--- config.mk ---
export PLATFORM = sky130hd
export DESIGN_NAME = seg_mux_drv
export DESIGN_NICKNAME = d
export VERILOG_FILES = /design/src/rtl/seg_mux_drv.sv
export SDC_FILE = /design/constraint.sdc
export NUM_CORES = 1
export LEC_CHECK = 0
export ABC_AREA = 1
export CAP_MARGIN = 5
export CORE_MARGIN = 5
export CORE_UTILIZATION = 50
export DETAILED_ROUTE_END_ITERATION = 16
export GPL_TIMING_DRIVEN = 1
export PLACE_DENSITY = 0.76
export SKIP_CTS_REPAIR_TIMING = 1
export SYNTH_ARGS = -nofsm -noshare
export SYNTH_HDL_FRONTEND = slang
export SYNTH_SLANG_ARGS = --single-unit
--- constraint.sdc ---
create_clock -name CLK -period 2.3 [get_ports CLK]
set_clock_uncertainty 0.1 [all_clocks]
set_input_delay 0.69 -clock CLK [delete_from_list [all_inputs] [get_ports CLK]]
set_output_delay 0.69 -clock CLK [all_outputs]
set_load 0.02 [all_outputs]
--- src/rtl/seg_mux_drv.sv ---
// Time-multiplexed 7-segment scanner with frame-synchronous double buffering.
// Optional leading-zero blanking: define SEGMUX_LZB_EN.
module seg_mux_drv #(
   parameter int DIGITS    = 8,
   parameter int DWELL     = 1024,
   parameter int BLANK     = 16,
   parameter bit DRAIN_ACT = 1'b1,
   parameter bit SEG_ACT   = 1'b1
) (
   input  logic                  CLK,
   input  logic                  nRST,
   input  logic                  OE,
   input  logic                  LOAD,
   input  logic [4*DIGITS-1:0]   data,
   input  logic [DIGITS-1:0]     dots,
   output logic [DIGITS-1:0]     drains,
   output logic [7:0]            leds,
   output logic                  frame
);
   localparam int CW = (DWELL > 1) ? $clog2(DWELL) : 1;
   localparam int IW = (DIGITS > 1) ? $clog2(DIGITS) : 1;

   localparam logic [DIGITS-1:0] DRN_OFF = {DIGITS{~DRAIN_ACT}};
   localparam logic [7:0]        SEG_OFF = {8{~SEG_ACT}};

   logic [CW-1:0]          cnt;
   logic [IW-1:0]          idx;
   logic [4*DIGITS-1:0]    stg_data, dsp_data;
   logic [DIGITS-1:0]      stg_dots, dsp_dots;

   logic [3:0]             nib;
   logic                   dp;
   logic                   lz_sel;
   logic [6:0]             seg_on;
   logic [DIGITS-1:0]      onehot;
   logic                   slot_end, frame_start;

   function automatic logic [6:0] font(input logic [3:0] n);
      case (n)
         4'h0: font = 7'h3F;  4'h1: font = 7'h06;  4'h2: font = 7'h5B;  4'h3: font = 7'h4F;
         4'h4: font = 7'h66;  4'h5: font = 7'h6D;  4'h6: font = 7'h7D;  4'h7: font = 7'h07;
         4'h8: font = 7'h7F;  4'h9: font = 7'h6F;  4'hA: font = 7'h77;  4'hB: font = 7'h7C;
         4'hC: font = 7'h39;  4'hD: font = 7'h5E;  4'hE: font = 7'h79;  default: font = 7'h71;
      endcase
   endfunction

`ifdef SEGMUX_LZB_EN
   // lz[d]: nibble d and every nibble above it are zero; digit 0 always shown
   logic [DIGITS-1:0] lz;
   assign lz[0] = 1'b0;
   for (genvar d = 1; d < DIGITS; d++) begin : g_lz
      assign lz[d] = (dsp_data[4*DIGITS-1:4*d] == '0);
   end
`endif

   always_comb begin
      nib    = 4'h0;
      dp     = 1'b0;
      lz_sel = 1'b0;
      for (int d = 0; d < DIGITS; d++) begin
         if (idx == IW'(d)) begin
            nib = dsp_data[4*d +: 4];
            dp  = dsp_dots[d];
`ifdef SEGMUX_LZB_EN
            lz_sel = lz[d];
`endif
         end
      end
      seg_on = lz_sel ? 7'h00 : font(nib);
   end

   assign onehot      = DIGITS'(1) << idx;
   assign slot_end    = (cnt == CW'(DWELL - 1));
   assign frame_start = (cnt == '0) && (idx == '0);

   always_ff @(posedge CLK or negedge nRST) begin
      if (!nRST) begin
         cnt      <= '0;
         idx      <= '0;
         stg_data <= '0;
         stg_dots <= '0;
         dsp_data <= '0;
         dsp_dots <= '0;
         drains   <= DRN_OFF;
         leds     <= SEG_OFF;
         frame    <= 1'b0;
      end else begin
         if (LOAD) begin
            stg_data <= data;
            stg_dots <= dots;
         end
         if (OE) begin
            frame <= frame_start;
            // commit uses the pre-edge staging value, so a same-edge LOAD waits a frame
            if (frame_start) begin
               dsp_data <= stg_data;
               dsp_dots <= stg_dots;
            end
            if (slot_end) begin
               cnt <= '0;
               idx <= (idx == IW'(DIGITS - 1)) ? '0 : idx + 1'b1;
            end else begin
               cnt <= cnt + 1'b1;
            end
            if (cnt < CW'(BLANK)) begin
               drains <= DRN_OFF;
               leds   <= SEG_OFF;
            end else begin
               drains <= onehot ^ DRN_OFF;
               leds   <= {dp, seg_on} ^ SEG_OFF;
            end
         end else begin
            cnt    <= '0;
            idx    <= '0;
            drains <= DRN_OFF;
            leds   <= SEG_OFF;
            frame  <= 1'b0;
         end
      end
   end
endmodule
After elaboration in Yosys (flattened, before gate mapping)
Memories as Yosys holds them, arrays and structs flattened.
Index checks and enable logic that the tools add are counted.
{"block": "classes", "addsub": 2, "order_cmp": 1, "eq_ne": 9, "shifts": 1, "n_mux": 26, "reduce_logical": 4}
{"operator": "$mux W4", "count": 8}
{"operator": "$mux W8", "count": 4}
{"operator": "$mux W10", "count": 2}
{"operator": "$eq A3 B3 Y1 const B", "count": 4}
{"operator": "$add A10 B1 Y10 const B", "count": 1}
{"operator": "$eq A10 B10 Y1 const B", "count": 1}
{"operator": "$logic_not A10 Y1", "count": 1}
{"operator": "$lt A10 B5 Y1 const B", "count": 1}
{"operator": "$mux W1", "count": 9}
{"operator": "$mux W3", "count": 3}
{"operator": "$shl A1 B3 Y8 const A", "count": 1}
{"operator": "$eq A3 B2 Y1 const B", "count": 2}
{"operator": "$add A3 B1 Y3 const B", "count": 1}
{"operator": "$eq A3 B1 Y1 const B", "count": 1}
{"operator": "$logic_not A3 Y1", "count": 1}
{"operator": "$ne A2 B1 Y1 const B", "count": 1}
{"operator": "$reduce_and A2 Y1", "count": 1}
{"operator": "$logic_and A1 B1 Y1", "count": 1}
{"block": "word_totals", "register_bits": 110, "romBits": 112, "input_bits": 44, "output_inout_bits": 17, "elab_cells": 53, "memories": 1}
{"name": "(no name shown)", "depth": 16, "word_bits": 7, "read_ports": 1, "rd_ports_with_merged_regs": 0, "wr": 0, "line_no": "39", "source": "case (n)"}

Logic depth before layout (Yosys ltp)
Gate-level depths: netlist of run 1.
An unclocked memory read counts as a cell.
{"block": "logic_depth", "ltp_word": 12, "depth_mapped": 21}

Worst setup path after synthesis of run 1
No wires, ideal clock.
{"block": "synth_timing", "path_type": "register -> register", "startpoint": "reg idx[0]", "endpoint": "reg leds[1]", "setup_time_ns": 0.121, "t_arrival_ns": 2.112, "required_time_ns": 2.079, "path_slack_ns": -0.033, "path_stages_with_launch": 18, "n_path_buf": 0, "period_less_slack_ns": 2.333, "path_cell_list": "dfrtp_1 > inv_1 > ha_1 > inv_1 > nor2_1 > nand3_1 > nand2_1 > nand3_1 > nand3_1 > nand2_1 > nand2_1 > nand2_1 > nand2_1 > inv_1 > ha_1 > nand3_1 > o21ai_0 > nor2_1"}
{"block": "synth_via", "elab_chain_len": 12, "elab_cells_between_ends": 19, "classes_between": "eq/ne: 7; mux: 10; reduce/logical: 1; memory: 1"}
{"element": "start: declaration", "line_no": "27", "source": "logic [IW-1:0] idx;"}
{"element": "start signal: assignment", "line_no": "101", "source": "idx <= (idx == IW'(DIGITS - 1)) ? '0 : idx + 1'b1;"}
{"element": "$logic_not A3 Y1", "line_no": "61", "source": "if (idx == IW'(d)) begin"}
{"element": "$mux W4 (7 in series)", "line_no": "61"}
{"element": "$mux W4 (*)", "line_no": "61"}
{"element": "$mem_v2 Z16 W7 (*)"}
{"element": "$mux W8 (*)", "line_no": "105", "source": "if (cnt < CW'(BLANK)) begin"}
{"element": "$mux W8 (*)", "line_no": "92", "source": "if (OE) begin"}
{"element": "end signal: assignment", "line_no": "110", "source": "leds <= {dp, seg_on} ^ SEG_OFF;"}
{"element": "end: declaration", "line_no": "17", "source": "output logic [7:0] leds,"}
Every way passes the cells marked *; elsewhere a longest branch is shown, timed or not.
A chain may end at the register's enable or synchronous reset.

Final worst setup path of run 1
{"block": "layout_timing", "startpoint": "reg idx[1]", "endpoint": "reg leds[3]"}
Same word-level chain as after synthesis.

==> results by group, run 1 <==
Power and ir drop
  • Static Leak: about 3.0 nW
  • PD cells: around 760 nW/µm²
  • Peak supply drop: between 0.0004 and 0.0005 V

Synth
  • #FFs+latches synth: 110
  • Avg Cell Area, Syn: 8.46 µm²
  • Asr flop ratio synth: 1.00
  • Fraction of synthesized area in multiplexers: 0
  • Synthesis warning total: 0
  • Simple-gate share of the synthesized area: 0.211
  • Largest family of logic cells by synthesized area: simple AND/OR/NAND/NOR gates
  • Synth Area in Adders: 0.0359
  • Syn Nets: around 640
  • Post-synth EDFFs: 0
  • Synth Area in XOR/XNOR: 0.00538
  • Synthesized cell area: between 4000 and 5000 µm²
  • Synth Area in Compound Gates: 0.106
  • Post-synthesis sequential area ratio: 0.564
  • Main synth FF type: dfrtp_1
  • Synth unique cells: 29
  • Synth Instances: just under 600

Routing
  • Final ANT Viol Nets: 0
  • Routed WL per cell: between 10 and 15 µm
  • Detailed Routing Iterations Pass 1: 6
  • Vias: between 3,000 and 4,000
  • Total Wirelength: 9950 µm
  • Initial DRC Count: 188
  • # DRC: 0
  • Vias per inst: roughly 5

Critical path
  • Critical Path AT: ~2.5 ns
  • Setup crit end: leds[3]
  • CP Launch Type: register
  • Slowest stage delay, CP: between 0.4 and 0.5 ns
  • Cells on worst reg2reg path: 18
  • R2r endpoint: leds[3]
  • Launch point of the worst path: idx[1]
  • Launching point of the worst reg2reg path: idx[1]
  • CP max-delay cell: dfrtp_1
  • Top cell by count, worst path: nand2_1
  • Worst EP required: 2.50 ns
  • Worst-path maximum fanout: 7
  • R2R Setup Slk: -0.02 ns
  • Crit path cell chain: inv_2, ha_4, buf_4, nand2_2, inv_2, nand2_1, nand2_1, inv_1, nand2_1, nand2_1, nand2_1, nand2_2, inv_4, ha_4, nand3b_1, nand2_1, nor2_1, nor2_1
  • Crit Path Class: register to register
  • Critical path capture point type: register

Global routing
  • Tot GR Track Use: 0.183
  • First-pass GRT wire length: around 17,000 µm
  • Initial antenna violation count: 0
  • Largest net degree at the start of global routing: 82
  • Total congestion overflow: 0
  • Vias in the first global route: around 3,800

Finish
  • Most frequent cells in the layout: nand2_1 (146), dfrtp_1 (110), o21ai_0 (87)
  • Commonest non-fill, non-tap cell in the layout: nand2_1
  • Final-stage net count: between 700 and 800
  • Antenna diode count: 0
  • Design area: 6130 µm²
  • Share of cells above drive strength 1: 0.120
  • Area growth syn-to-layout: 25.6%

STA
  • Final hold violations: 0
  • Fmax: approximately 430 MHz
  • Final setup viols: 4
  • Final period util: 1.01
  • Hold_ws: approximately 0.13 ns
  • Minimum clock period: 2.32 ns
  • Final setup margin: -0.0167 ns
  • RSZ-0062 raised after global routing: yes
  • Slew Limit Fails: 0
  • Rel. slew slack: 0.718
  • Worst-Margin Slew: approximately 0.42 ns

Placement
  • Dpl hpwl: 7230 µm
  • Placement Cell Area: 5800 µm²
  • IO Port Bufs: 60
  • Setup WS pre-CTS: -0.0947 ns
  • RePlAce Congestion: 0.844

Floorplanning
  • Core area: 9640 µm²
  • Starting density of the core: 0.506
  • Die Area: around 12,000 µm²
  • Die W: ~110 µm
  • Core Rows: 36
  • Die span in y: roughly 110 µm
  • Num ports: 61

Clock network
  • Clock Tree Root: clkbuf_8
  • Worst-skew pair later-pin latency: about 0.38 ns
  • CTS Buffer Depth: 2
  • CTS Sinks: 110
  • CTS tree: yes
  • Inserted Clock Buffers: 9
  • Worst-path clk slew: ~0.11 ns
  • # H-tree levels: 3

Run
  • Max cap viols: 0

Status
  • Status: complete, but fails checks
  • Failing checks: negative setup slack

Hold path
  • Hold Path Class: primary input to asynchronous set/reset pin
## report_power, final
| part | internal (mW) | switching (mW) | leakage (nW) | total, mW |
|---|---|---|---|---|
| Clock | 0.403 | 0.664 | 0.0831 | 1.07 |
| Combinational | 0.492 | 0.677 | 1.53 | 1.17 |
| Sequential | 2.25 | 0.200 | 1.41 | 2.45 |
## critical path: cells and delay by family (launching register included)
family / cells / cell delay, ns
adders and majority gates: 2 / 0.32
DFF: 1 / 0.44
and+or+nand+nor: 11 / 0.95
buffers and inverters: 5 / 0.42
## sequential cells by signal, indices dropped and copies added (netlist names)
register and count:
dsp_dots 8, frame 1, stg_dots 8, drains 8, stg_data 32, dsp_data 32, leds 8, cnt 10
idx 3
## synthesized netlist by cell type, types with 2 or more instances
library cell / n / share of area
a21oi_1: 6 / 0.0062
nand2_4: 3 / 0.0069
inv_1: 77 / 0.059
clkbuf_1: 17 / 0.013
nand2_1: 151 / 0.12
ha_1: 14 / 0.036
dfrtp_1: 110 / 0.56
nor2_1: 50 / 0.038
nor3_1: 6 / 0.0062
nand3_1: 23 / 0.024
or2_2: 2 / 0.0026
buf_2: 2 / 0.0021
a31oi_1: 2 / 0.0026
nand4_1: 7 / 0.0090
o21ai_0: 89 / 0.091
xor2_1: 2 / 0.0036
inv_2: 3 / 0.0023
nand2_2: 2 / 0.0026
## worst min-delay path by stage
stage          cells after the start    from           to  slack, ns
3_3_place_gp                       1  cnt[0]       cnt[0]       0.34
6_report                           1    nRST  stg_data[3]       0.13
3_5_place_dp                       1  cnt[0]       cnt[0]       0.35
2_1_floorplan                      0    nRST       cnt[0]       0.29
5_1_grt                            1    nRST  dsp_data[5]       0.13
4_1_cts                            1    nRST  stg_data[3]       0.12
## cell type report
cell class | count | area [µm²]
Multi-Input combinational cell | 366 | 1880
Clock inverter | 6 | 50.0
Clock buffer | 9 | 124
Sequential cell | 110 | 2750
Tap cell | 133 | 166
Timing Repair Buffer | 88 | 853
Fill cell | 852 | 3510
Inverter | 81 | 309
## stage by stage
step,instances,TNS [ns],utilization,power [mW]
2_1_floorplan,577,0,-,3.08
3_3_place_gp,774,-0.0219,0.602,3.45
3_5_place_dp,774,-0.320,0.602,3.50
4_1_cts,789,-0.476,0.620,4.57
5_1_grt,793,-1.06,0.636,5.02
6_report,793,-0.0399,0.636,4.69
## metal layers
layer,vias up,GRT usage,share of wire
li1,1964,-,-
met4,0,0.0595,0.019
met2,83,0.282,0.47
met5,-,0,0
met3,17,0.0426,0.047
met1,1800,0.257,0.47
## cell families after synthesis
kind of cell / Yosys count
AND/OR/NAND/NOR: 248
flip-flops: 110
AO/OA/AOI/OAI: 101
buffers and inverters: 101
adder cells (fa/ha/maj): 14
XOR/XNOR: 3
Power figures use the tool's default switching activity.
==> run 2, diff against run 1 <==
CAP_MARGIN = 30   (was 5)
SLEW_MARGIN = 20   (was unset)
==> results of run 2 <==
Same layout as run 1: the final DEF is identical, and so are final timing and power.
==> run 3, diff against run 2 <==
CORE_UTILIZATION = 67   (was 50)
DONT_BUFFER_PORTS = 1   (was unset)
PLACE_DENSITY = 0.83   (was 0.76)
clock period = 2.85 ns   (was 2.3 ns; I/O delays follow)
==> run 3 against run 2 <==
Core utilization grew 7.9 points. Sequential power shrank 20%. Critical endpoint is now leds[1]. Sequential share of layout area grew 8.7 points. Cell count shrank 15%. Combinational power shrank 43%. The flow now finishes without violations. Via count shrank 7.3%. Worst setup slack gained 0.23 ns. Highest routed layer unchanged.
==> results by group, run 3 (same netlist as run 1, synthesis figures left out) <==
Placement
  • Placement Cell Area: just under 5000 µm²
  • IO Port Bufs: 0
  • RePlAce Congestion: between 0.9 and 1
  • Dpl hpwl: roughly 6500 µm

STA
  • Fmax: 380 MHz
  • RSZ-0062 raised after global routing: no
  • Final hold violations: 0
  • Post-Route Setup TNS: 0 ns
  • Worst-Margin Slew: 0.631 ns
  • Rel. slew slack: 0.579
  • Final setup viols: 0
  • Minimum clock period: about 2.6 ns
  • Final period util: 0.924
  • Slew Limit Fails: 0

Critical path
  • CP max-delay cell: dfrtp_1
  • Top cell by count, worst path: nand2_1
  • Crit path cell chain: inv_1, ha_1, nand2_1, inv_1, nand2_1, nand2_1, inv_1, nand2_1, nand2_1, nand2_1, inv_1, ha_1, nand3_1, o21ai_0, nor2_1
  • Worst EP required: 3.02 ns
  • Cells on worst reg2reg path: 15
  • R2r endpoint: leds[1]
  • CP Launch Type: register
  • Crit Path Class: register to register
  • Worst-path maximum fanout: 8
  • R2R Setup Slk: 0.22 ns
  • Critical path capture point type: register
  • Launching point of the worst reg2reg path: idx[1]
  • Critical Path AT: ~2.8 ns
  • Slowest stage delay, CP: 0.42 ns

Power and ir drop
  • Static Leak: roughly 2.7 nW
  • Clock Power Share: 0.257
  • Gate power share: 0.189
  • PD cells: around 690 nW/µm²
  • Switching pwr: around 1.1 mW
  • Internal power: ~2.5 mW
  • Sw Ratio: 0.307
  • Peak supply drop: roughly 0.00036 V
  • Sequential Power Share: 0.554

Clock network
  • # H-tree levels: 3
  • Worst-path clk slew: about 0.1 ns
  • Inserted Clock Buffers: 9
  • CTS Buffer Depth: 2
  • CTS Sinks: 110
  • Worst-skew pair later-pin latency: 0.36 ns
  • CTS tree: yes
  • Clock Tree Root: clkbuf_8

Floorplanning
  • Die span in y: 95.4 µm
  • Starting density of the core: 0.680
  • Die Area: slightly above 9000 µm²
  • Core Rows: 31
  • Num ports: 61
  • Die W: around 95 µm
  • Core area: 7180 µm²

Finish
  • Commonest non-fill, non-tap cell in the layout: nand2_1
  • Top flop regs: dsp_data x32, stg_data x32, cnt x10
  • Fill count: between 500 and 600
  • Area growth syn-to-layout: 5.18%
  • Design area: 5130 µm²
  • Most frequent cells in the layout: nand2_1 (150), dfrtp_1 (110), o21ai_0 (89)
  • Final-stage net count: around 630
  • Share of cells above drive strength 1: 0.0504
  • Antenna diode count: 0

Routing
  • Vias per inst: between 5 and 6
  • # DRC: 0
  • Final ANT Viol Nets: 0
  • Routed WL per cell: about 14 µm
  • Total Wirelength: about 9100 µm
  • Vias: roughly 3,600
  • Detailed Routing Iterations Pass 1: 4
  • Initial DRC Count: between 300 and 400

Global routing
  • Initial antenna violation count: 0
  • Vias in the first global route: ~3,300
  • Largest net degree at the start of global routing: ~110
  • Total congestion overflow: 0
  • Tot GR Track Use: 0.218
  • First-pass GRT wire length: between 15,000 and 20,000 µm

Status
  • Status: finished clean

Run
  • Max cap viols: 0

Hold path
  • Hold Path Class: primary input to asynchronous set/reset pin
==> run 3: changes by cell type in the layout (fill, tap and decap cells not counted), moves of 5 or more <==
cell             delta
clkdlybuf4s50_1    -58
buf_4              -23
ha_1                +6
ha_4                -6
inv_1               +5
==> run 3: worst max path at each step <==
stage | cells past startpoint | endpoint | slack [ns] | startpoint
after floorplan | 17 | leds[1] | 0.52 | idx[0]
after global placement | 15 | leds[1] | 0.36 | idx[1]
after detailed placement | 15 | leds[1] | 0.28 | idx[1]
after CTS | 15 | leds[1] | 0.25 | idx[1]
after global routing | 15 | leds[1] | 0.006 | idx[1]
final | 15 | leds[1] | 0.22 | idx[1]
==> run 3: routing by layer <==
| metal | vias to the layer above | routed length (µm) | GRT usage |
|---|---|---|---|
| met5 | - | 0 | 0 |
| met4 | 0 | 89 | 0.0685 |
| met3 | 8 | 517 | 0.0418 |
| met2 | 94 | 4260 | 0.336 |
| met1 | 1688 | 4270 | 0.315 |
| li1 | 1790 | - | - |
==> run 3: cell type report <==
type,instances,area (µm²),area share
Clock buffer,10,128,0.0249
Clock inverter,6,61.3,0.0119
Inverter,81,304,0.0592
Multi-Input combinational cell,366,1750,0.341
Sequential cell,110,2750,0.536
Tap cell,99,124,0.0241
Timing Repair Buffer,2,15.0,0.00292
==> run 3: power by group through the flow <==
stage / clock (mW) / combinational (mW) / sequential (mW)
finish: 0.917 / 0.671 / 1.97
global route: 0.984 / 0.792 / 2.00
CTS: 0.926 / 0.671 / 1.97
detailed placement: 0 / 0.668 / 2.00
global placement: 0 / 0.640 / 2.00
floorplan: 0 / 0.546 / 1.94
==> run 3: critical path, delay by kind of cell, from the launching register on <==
kind            cells  cell delay [ns]
compound gates      1             0.15
flops               1             0.42
fa+ha+maj           2             0.61
buf+inv             4             0.43
simple gates        8             0.81
==> run 3: per-stage QoR <==
stage | worst slack, ns | util | cells | hold WS [ns] | power (mW)
after global placement | 0.360 | 0.689 | 658 | 0.353 | 2.64
after global routing | 0.00604 | 0.715 | 674 | 0.0537 | 3.78
after detailed placement | 0.280 | 0.689 | 658 | 0.358 | 2.67
after floorplan | 0.517 | - | 577 | 0.332 | 2.49
final | 0.217 | 0.715 | 674 | 0.0733 | 3.56
after CTS | 0.254 | 0.715 | 674 | 0.0618 | 3.57
==> RTL edit 1, RTL diff (settings of run 2) <==
Add a define of `SEGMUX_LZB_EN`.
--- a/src/rtl/seg_mux_drv.sv
+++ b/src/rtl/seg_mux_drv.sv
@@ -1,5 +1,7 @@
 // Time-multiplexed 7-segment scanner with frame-synchronous double buffering.
 // Optional leading-zero blanking: define SEGMUX_LZB_EN.
+`define SEGMUX_LZB_EN
+
 module seg_mux_drv #(
    parameter int DIGITS    = 8,
    parameter int DWELL     = 1024,
Behaviour: same outputs for any inputs over 10 cycles, from zero or initial values and one cycle with nRST low; that may be too few to reach the edited logic, so the function may still have changed.
==> RTL edit 1 against run 2 <==
Area after synthesis rose by 4.3%; design area rose by 4.6%; wire length grew 4.4%; sequential cell count unchanged; setup slack better by 0.028 ns; final cell count up 6.3%; total power up 5.5%; largest cell class unchanged.
==> RTL edit 1: results (changes against run 2) <==
metric;value;unit;change
WL met2;4790;um;+2.9%
Initial DRT Pass Iterations;5;;-1
R2R cell count;19;;+1
Peak VDD IR;399;uV;-19%
count of non-CTS buffers in the layout;91;;+3.4%
Crit. End Element;register;;
unique cell type count in the Yosys netlist;28;;-3.4%
crit path DAT;2.46;ns;-0.06 ns
comb_multi_in;399;;+9.0%
clock buffers;9;;unchanged
combinational power share;27.4;%;+2.5 points
Pleak;3.17;nW;+5.1%
Synth warnings;0;;unchanged
DRC Markers;0;;unchanged
clk cell area share;2.95;%;+0.11 points
CP max stage cell;dfrtp_1;;
vias in the first global route;4172;;+9.3%
layout cells sized above 1;14.2;%;+2.3 points
clock power share;22.5;%;-0.3 points
XOR/XNOR Fraction of Synth Area;0.172;%;-0.37 points
DR WL/cell;12.3;um;-1.8%
Top Registers;dsp_data x32, stg_data x32, cnt x10;;
GR Layer Usage met3;3.88;%;-0.39 points
met3 routed WL;452;um;-2.4%
multi-input logic area;2060;um^2;+9.9%
Hold WS;0.184;ns;+0.0563 ns
ANT cells;0;;unchanged
WL met1;4980;um;+7.1%
Total Routing Usage GR;18.1;%;-0.13 points
Skew-Pair Late Insertion Delay;0.37;ns;
inverters;94;;+16%
CP peak stage delay;0.46;ns;+0.02 ns
nets@finish;763;;+6.9%
Avg Vias per Cell;4.84;;-0.72%
clk slew on worst S/H paths;0.11;ns;about the same
Detailed Route Iter0 Violations;271;;+44%
status;finished clean;;
fillers;833;;-2.2%
relative slew slack;63.4;%;-8.4 points
Area contributors post-synth;dfrtp_1, nand2_1, o21ai_0, inv_1, nor2_1;;
Compound-Gate Fraction of Synth Area;10.4;%;-0.14 points
M1 GR Usage;25.3;%;-0.39 points
post-synthesis adder-cell area fraction;3.44;%;-0.15 points
Mapped Nets;684;;+7.7%
flip-flop and latch area;2750;um^2;about the same
sequential cells;110;;unchanged
DP HPWL;7720;um;+6.8%
Internal;3.24;mW;+2.9%
first-pass GRT wire length;18800;um;+9.5%
Hold Vio Cnt, Final;0;;unchanged
Post-synth top cells;nand2_1, dfrtp_1, inv_1, o21ai_0, nor2_1;;
Seq/Total Area, Yosys;54.1;%;-2.3 points
RePlAce Congestion;0.876;;+3.7%
Reg2Reg Setup Slack;0.01;ns;+0.03 ns
total CTS buffers;9;;unchanged
CP Max Fanout;5;;-2
met2 Use GR;28.2;%;+0.081 points
Worst R2R End;leds[1];;
buffering overhead;13.7;%;-0.21 points
-- RTL edit 1: cell types whose count changed after synthesis, sizes merged, moves of 2 or more --
cell	run 2	this run
a21boi	0	2
a21oi	6	9
a31oi	2	0
buf	3	5
inv	80	94
nand2	156	190
nand3	23	28
nand4	7	2
nor3	6	2
nor4	1	6
o21ai	91	89
or2	4	2
xor2	2	0
-- RTL edit 1: per-stage QoR --
stage	setup WS, ns	total power [mW]	instances	TNS (ns)	cell area [um^2]
2_1_floorplan	0.0577	3.25	626	0	5090
3_3_place_gp	0.00133	3.66	826	0	6020
3_5_place_dp	-0.0920	3.71	826	-0.589	6020
4_1_cts	-0.121	4.81	842	-0.543	6210
5_1_grt	-0.192	5.30	843	-0.887	6410
6_report	0.0117	4.94	843	0	6410
-- RTL edit 1: cell families after synthesis --
group | Yosys count
xor+xnor | 1
simple gates | 281
buf+inv | 117
fa+ha+maj | 14
compound gates | 103
flops | 110
==> RTL edit 2, RTL diff (flow settings as in run 2) <==
Made on the original files. Reset style: synchronous (`nRST`), changed in one clocked block.
--- a/src/rtl/seg_mux_drv.sv
+++ b/src/rtl/seg_mux_drv.sv
@@ -73,7 +73,7 @@
    assign slot_end    = (cnt == CW'(DWELL - 1));
    assign frame_start = (cnt == '0) && (idx == '0);
 
-   always_ff @(posedge CLK or negedge nRST) begin
+   always_ff @(posedge CLK) begin
       if (!nRST) begin
          cnt      <= '0;
          idx      <= '0;
Formal check against the unedited RTL: differs if nRST is asserted again (counterexample within 4 cycles, from zero or initial values and one cycle with nRST low); with nRST held inactive, the same outputs for 10 cycles.
==> RTL edit 2 against run 2 <==
Via count rose by 8.4%; area after synthesis fell by 3.4%; largest cell class is now multi-input combinational cells; critical path type unchanged; worst hold slack improved by 0.23 ns; sequential cell count did not move; setup slack improved by 0.083 ns; design area fell by 1.2%; wire length rose by 4.8%; highest routed layer unchanged.
Power is not compared: it rests on default switching activity, and its combinational part moved more than twofold at a synthesized area within 25%.
==> RTL edit 2: results (changes against run 2) <==
metric;value;unit;change
status;finished clean;;
M1 GR Usage;23.3;%;-2.4 points
Setup crit start;idx[0];;
nets@finish;761;;+6.6%
dpl cell area;5590;um^2;-3.7%
Area contributors post-synth;dfxtp_1, nor2_1, o21ai_0, nand2_1, inv_1;;
met3 routed WL;484;um;+4.5%
Compound-Gate Fraction of Synth Area;16.6;%;+6.0 points
relative slew slack;73.8;%;+1.9 points
post-route cell area;6060;um^2;-1.2%
WL met1;4850;um;+4.3%
CP peak stage delay;0.39;ns;-0.05 ns
syn_area_per_cell;7.59;um^2;-10%
Total Routing Usage GR;18.1;%;-0.16 points
Setup WS pre-CTS;0.000935;ns;+0.0957 ns
asr flop ratio synth;0;%;-100 points
wirelength, routed;10400;um;+4.8%
vias in the first global route;3837;;+0.55%
CP max stage cell;dfxtp_4;;
Via Count;4189;;+8.4%
Detailed Route Iter0 Violations;139;;-26%
GR Layer Usage met3;4.27;%;+0.012 points
XOR/XNOR Fraction of Synth Area;0;%;-0.54 points
Hold Crit Class;register to register;;
Initial DRT Pass Iterations;4;;-2
Hold WS;0.362;ns;+0.234 ns
RePlAce Congestion;0.864;;+2.3%
Synth Flop Type;dfxtp_1;;
DP HPWL;7130;um;-1.3%
final std cells w/o fill;818;;+3.2%
Reg2Reg Setup Slack;0.07;ns;+0.08 ns
CP Max Fanout;3;;-4
met2 Use GR;29.9;%;+1.8 points
Mapped Nets;680;;+7.1%
layout cells sized above 1;16.7;%;+4.7 points
largest net degree at the start of global routing;55;;-33%
## RTL edit 2: cell count changes after synthesis, sizes merged, moves of 19 or more
cell    change
nand2      -70
a21oi      +22
dfxtp     +110
dfrtp     -110
o21ai      -19
nor2       +89
a211oi     +27
## RTL edit 2: worst min-delay path by stage
| stage | from | end | depth (start not counted) |
|---|---|---|---|
| after floorplan | cnt[0] | cnt[0] | 1 |
| final | cnt[0] | cnt[0] | 1 |
| after CTS | cnt[0] | cnt[0] | 1 |
| after detailed placement | stg_data[0] | dsp_data[0] | 2 |
| after global routing | cnt[0] | cnt[0] | 1 |
| after global placement | cnt[0] | cnt[0] | 1 |
## RTL edit 2: layout make-up
type                            count  area share (%)
Clock buffer                       11            2.50
Clock inverter                      5           0.682
Inverter                           74            4.83
Multi-Input combinational cell    409            37.8
Sequential cell                   110            36.5
Tap cell                          111            2.29
Timing Repair Buffer               98            15.4
## RTL edit 2: power breakdown
part / internal, mW / switching (mW)
clock: 0.461 / 0.651
combinational: 0.217 / 0.265
sequential: 2.01 / 0.0512
